$ cat src/rtl/eth_tx_framer.sv
// Ethernet transmit framer: preamble/SFD, payload pass-through, CRC-32 FCS and inter-frame gap.
// Define ETH_TX_PAD_EN to pad short frames with zero bytes up to MIN_FRAME before the FCS.
module eth_tx_framer #(
    parameter int unsigned IFG_CYCLES = 12,
    parameter int unsigned MIN_FRAME  = 60
) (
    input  logic        clk,
    input  logic        rst_n,
    input  logic [7:0]  s_data,
    input  logic        s_valid,
    input  logic        s_last,
    output logic        s_ready,
    output logic [7:0]  tx_data,
    output logic        tx_en,
    output logic        busy,
    output logic        underrun,
    output logic [15:0] frame_cnt
);

    localparam logic [2:0] StIdle     = 3'd0;
    localparam logic [2:0] StPreamble = 3'd1;
    localparam logic [2:0] StData     = 3'd2;
`ifdef ETH_TX_PAD_EN
    localparam logic [2:0] StPad      = 3'd3;
    localparam logic [10:0] MinFrame  = 11'(MIN_FRAME);
`endif
    localparam logic [2:0] StFcs      = 3'd4;
    localparam logic [2:0] StIfg      = 3'd5;

    localparam logic [15:0] IfgCnt = 16'(IFG_CYCLES);

    if (MIN_FRAME > 2047 || IFG_CYCLES > 65535) begin : g_bad_param
        $error("eth_tx_framer: MIN_FRAME or IFG_CYCLES out of range");
    end

    logic [2:0]  state_q, state_d;
    logic [15:0] cnt_q, cnt_d;
    logic [10:0] byte_cnt_q, byte_cnt_d;
    logic [31:0] crc_q, crc_d;
    logic [7:0]  tx_data_q, tx_data_d;
    logic        tx_en_q, tx_en_d;
    logic        underrun_q, underrun_d;
    logic [15:0] frame_cnt_q, frame_cnt_d;

    logic [10:0] byte_cnt_inc;
    logic        data_phase;
    logic [31:0] fcs;

    // Reflected CRC-32, one byte per call, LSB of the byte first.
    function automatic logic [31:0] crc_byte(input logic [31:0] crc, input logic [7:0] b);
        logic [31:0] c;
        c = crc ^ {24'h000000, b};
        for (int i = 0; i < 8; i++) begin
            c = c[0] ? ((c >> 1) ^ 32'hEDB88320) : (c >> 1);
        end
        return c;
    endfunction

    assign byte_cnt_inc = (byte_cnt_q == 11'h7FF) ? byte_cnt_q : byte_cnt_q + 11'd1;
    assign fcs          = ~crc_q;
    // The SFD cycle (last preamble byte on the wire) already accepts the first data byte.
    assign data_phase   = (state_q == StData) || ((state_q == StPreamble) && (cnt_q == 16'd7));

    always_comb begin
        state_d     = state_q;
        cnt_d       = cnt_q;
        byte_cnt_d  = byte_cnt_q;
        crc_d       = crc_q;
        tx_en_d     = 1'b0;
        tx_data_d   = 8'h00;
        underrun_d  = underrun_q;
        frame_cnt_d = frame_cnt_q;
        s_ready     = 1'b0;

        case (state_q)
            StIdle: begin
                if (s_valid) begin
                    state_d    = StPreamble;
                    cnt_d      = 16'd0;
                    tx_en_d    = 1'b1;
                    tx_data_d  = 8'h55;
                    underrun_d = 1'b0;
                    crc_d      = 32'hFFFFFFFF;
                    byte_cnt_d = 11'd0;
                end
            end
            StPreamble: begin
                tx_en_d   = 1'b1;
                tx_data_d = (cnt_q == 16'd6) ? 8'hD5 : 8'h55;
                cnt_d     = cnt_q + 16'd1;
            end
`ifdef ETH_TX_PAD_EN
            StPad: begin
                tx_en_d    = 1'b1;
                crc_d      = crc_byte(crc_q, 8'h00);
                byte_cnt_d = byte_cnt_inc;
                if (byte_cnt_inc >= MinFrame) begin
                    state_d = StFcs;
                    cnt_d   = 16'd0;
                end
            end
`endif
            StFcs: begin
                tx_en_d   = 1'b1;
                tx_data_d = fcs[{cnt_q[1:0], 3'b000} +: 8];
                cnt_d     = cnt_q + 16'd1;
                if (cnt_q == 16'd3) begin
                    state_d     = StIfg;
                    cnt_d       = 16'd0;
                    frame_cnt_d = frame_cnt_q + 16'd1;
                end
            end
            StIfg: begin
                // Normal entry sees the last FCS byte for one cycle first, so it counts from 0.
                if (cnt_q >= IfgCnt) begin
                    state_d = StIdle;
                    cnt_d   = 16'd0;
                end else begin
                    cnt_d = cnt_q + 16'd1;
                end
            end
            default: begin
                state_d = StIdle;
                cnt_d   = 16'd0;
            end
        endcase

        if (data_phase) begin
            s_ready = 1'b1;
            if (s_valid) begin
                tx_en_d    = 1'b1;
                tx_data_d  = s_data;
                crc_d      = crc_byte(crc_q, s_data);
                byte_cnt_d = byte_cnt_inc;
                cnt_d      = 16'd0;
                if (s_last) begin
`ifdef ETH_TX_PAD_EN
                    state_d = (byte_cnt_inc < MinFrame) ? StPad : StFcs;
`else
                    state_d = StFcs;
`endif
                end else begin
                    state_d = StData;
                end
            end else begin
                // Starvation: abort, TX_EN already low in the first IFG cycle.
                tx_en_d    = 1'b0;
                tx_data_d  = 8'h00;
                underrun_d = 1'b1;
                state_d    = StIfg;
                cnt_d      = 16'd1;
            end
        end
    end

    always_ff @(posedge clk or negedge rst_n) begin
        if (!rst_n) begin
            state_q     <= StIdle;
            cnt_q       <= 16'd0;
            byte_cnt_q  <= 11'd0;
            crc_q       <= 32'hFFFFFFFF;
            tx_en_q     <= 1'b0;
            tx_data_q   <= 8'h00;
            underrun_q  <= 1'b0;
            frame_cnt_q <= 16'd0;
        end else begin
            state_q     <= state_d;
            cnt_q       <= cnt_d;
            byte_cnt_q  <= byte_cnt_d;
            crc_q       <= crc_d;
            tx_en_q     <= tx_en_d;
            tx_data_q   <= tx_data_d;
            underrun_q  <= underrun_d;
            frame_cnt_q <= frame_cnt_d;
        end
    end

    assign tx_data   = tx_data_q;
    assign tx_en     = tx_en_q;
    assign busy      = (state_q != StIdle);
    assign underrun  = underrun_q;
    assign frame_cnt = frame_cnt_q;

endmodule

$ cat config.mk
export PLATFORM = sky130hd
export DESIGN_NAME = eth_tx_framer
export DESIGN_NICKNAME = d
export VERILOG_FILES = /design/src/rtl/eth_tx_framer.sv
export SDC_FILE = /design/constraint.sdc
export NUM_CORES = 1
export LEC_CHECK = 0
export CORE_MARGIN = 10
export CORE_UTILIZATION = 30
export DETAILED_ROUTE_END_ITERATION = 16
export PLACE_DENSITY = 0.57
export SYNTH_ARGS = -nofsm -noshare
export SYNTH_HDL_FRONTEND = slang
export SYNTH_SLANG_ARGS = --single-unit
$ cat constraint.sdc
create_clock -name clk -period 1.8 [get_ports clk]
set_input_delay 0.18 -clock clk [delete_from_list [all_inputs] [get_ports clk]]
set_output_delay 0.18 -clock clk [all_outputs]
set_load 0.05 [all_outputs]
==> results.md <==
- Status: finished with violations
- Failing checks: negative setup slack
- First-pass GRT wire length: 21,400 µm
- Final ANT Viol Nets: 0
- Endpoints failing setup: 61
- Number of synthesized flops with an enable pin: 0
- Yosys top cell area share: 24.4%
- Maximum vdd drop: 962 µV
- CTS Sinks: 77
- DP HPWL: 8640 µm
- Post-synth ARST share: 100%
- Worst Max-Slew Pin Slew: 521 ps
- Combinational Power Share: 59.1%
- Reg2Reg Depth: 9
- Layout Skew: 6.90 ps
- Avg Cell Area, Syn: 11.6 µm²
- Netlist cell types: 52
- Post-synth top area cell: dfrtp_1
- CP Data Required Time: 2070 ps
- Storage cell area: 1970 µm²
- Total Power: 0.0116 W
- Fmax: 0.492 GHz
- ANT cells: 0
- All-layer global routing usage: 13.0%
- Fill cells: 1,339
- Clock buffers created by TritonCTS: 9
- Max_cap viols: 0
- P_int: 0.00714 W
- Rows: 45
- Core Util, Final: 46.5%
- Core ar.: 15,100 µm²
- Max-slew headroom: 65.2%
- CP Launch Type: flip-flop
- Switching fraction of total power: 38.4%
- P_sw: 0.00445 W
- Cell Area, Placed: 5920 µm²
- Global placement routability congestion: 0.815
- Htree depth: 3
- Post-Syn Area: 4610 µm²
- Synth top area cells: dfrtp_1 (24%), dfstp_2 (18%), xnor2_1 (8.7%), xor2_1 (6.7%), a2bb2oi_2 (6.5%)
- CP Max Fanout: 5
- Area occupied by multi-input gates: 2840 µm²
- Vias in the first global route: 4,003
- Clock Power Share: 17.3%
- Crit path DAT: 2300 ps
- Root buf cell: clkbuf_16
- RSZ-0062 raised after global routing: true
- # IOs: 40
- Top-count cell post-synth: xnor2_1
- Area Overhead vs Synth: 52.8%
- Flops & latches, synth: 77
- Clock tree buffer depth: 2
- Final worst slack: -231 ps
- Leakage: 3.03 nW
- R2r startpoint: cnt_q[8]
- Skew-Pair Late Insertion Delay: 340 ps
- Die H: 144 µm
- Starting Density: 30.4%
- Post-synthesis sequential area ratio: 42.7%
- Ys Warns: 0
- Vias: 3,701
- Iteration-0 DRC Markers: 183
- Post-layout net count: 568
- Port bufs: 39
- Finished Cell Area: 7040 µm²
- Reg power frac: 23.6%
- Initial antenna violation count: 0
- Remaining global-route overflow: 0
- WL final: 13,300 µm
- Crit. End Element: flip-flop
- Die Area: 20,700 µm²
- Largest net degree at the start of global routing: 29
- CTS tree: yes
- Min-delay worst type: in -> async
- R2R Path End: crc_q[28]
- WL/cell: 17.8 µm
- Setup CP Type: reg -> reg
- Syn Inst Count: 396
- Fin crit share: 113%
- Detailed-route vias per instance: 4.97
- List of most frequent post-synthesis cells: xnor2_1 (46), dfrtp_1 (45), xor2_1 (35)
- Layout cells sized above 1: 50.4%
- 1st-pass router iterations: 4
- Pre-CTS WS: -285 ps
- Clk slew on worst S/H paths: 60 ps
- Syn nets: 412
- Min cycle time layout: 2030 ps
- Post-route DRC: 0
- Most used DFF post-synth: dfrtp_1
- Setup TNS: -8260 ps
- PD cells: 1650 nW/µm²
- Fin. Hold Viols: 0
- Die Width: 144 µm
- Worst reg-to-reg setup slack: -230 ps
- Max-slew violations: 0
[layout make-up]
type	instances	area share, %
clock buffers	11	3.59
inverters	8	0.480
repair buffers	164	23.2
well taps	188	3.34
flip-flops and latches	77	28.0
clock inverters	5	1.03
multi-input cells	292	40.4
[registers in the layout, indices dropped and copies added (netlist names)]
signal	count
cnt_q	16
crc_q	32
frame_cnt	16
state_q	3
tx_data	8
tx_en	1
underrun	1
[cells by family after synthesis]
family / after synthesis / synth area share [%]
AOI/OAI and AO/OA: 77 / 15.2
buffers and inverters: 27 / 2.80
and+or+nand+nor: 108 / 13.4
adders and majority gates: 4 / 1.09
DFF: 77 / 42.7
xor gates and xnor gates: 94 / 20.6
muxes: 9 / 4.16
[power by group through the flow]
stage	Combinational, W	Clock (W)	Sequential (W)
after global routing	0.00734	0.00213	0.00280
after CTS	0.00655	0.00206	0.00273
after global placement	0.00622	0	0.00283
after detailed placement	0.00630	0	0.00284
final	0.00685	0.00200	0.00274
after floorplan	0.00360	0	0.00295
[critical path: stages (launching register included)]
cell and delay (ps):
dfrtp_1 410, nor4_4 340, buf_4 180, nand4_1 160, buf_4 190, o21ai_4 210, buf_6 170, buf_12 140
buf_12 120, a2bb2oi_2 50
[metal layers]
layer  wire length (µm)  share of wire, %  track usage [%]
met1               5820                44             16.0
met2               6860                52             22.5
met3                453               3.4             2.67
met4                129              0.97             3.49
met5                  0                 0                0
[metrics by stage]
stage	hold WS [ps]	cells
2_1_floorplan	-116	396
3_3_place_gp	97.7	695
3_5_place_dp	91.0	695
4_1_cts	265	741
5_1_grt	296	745
6_report	273	745
[cells in the final DEF (no fill, tap or decap), drive strengths merged, types with 5 or more instances in the layout]
cell type,count
xnor2,58
a2bb2oi,27
clkdlybuf4s50,28
nand2,29
nor2,12
nor3,14
dfstp,32
buf,128
nand4,13
mux4,8
xor2,35
o21ai,13
dfrtp,45
inv,7
nand3,10
dlymetal6s2s,5
o211ai,5
clkbuf,13
nor4,5
and3,9
a21oi,17
[worst max-delay path by stage]
stage | cells past startpoint | from | endpoint | slack, ps
finish | 9 | cnt_q[8] | crc_q[28] | -230
CTS | 7 | cnt_q[0] | s_ready | -200
global route | 9 | cnt_q[8] | crc_q[15] | -320
floorplan | 7 | cnt_q[1] | state_q[2] | -50
detailed placement | 7 | s_valid | cnt_q[15] | -280
global placement | 6 | s_valid | cnt_q[15] | -220
[what timing repair did]
action,4_1_cts,5_1_grt
setup endpoints to repair,59,80
hold endpoints to repair,18,0
cloned,5,2
pin swaps,35,55
hold buffers,1,0
setup buffers,25,6
resized for setup,56,42
Note: power is estimated with default switching activity, not from simulation.
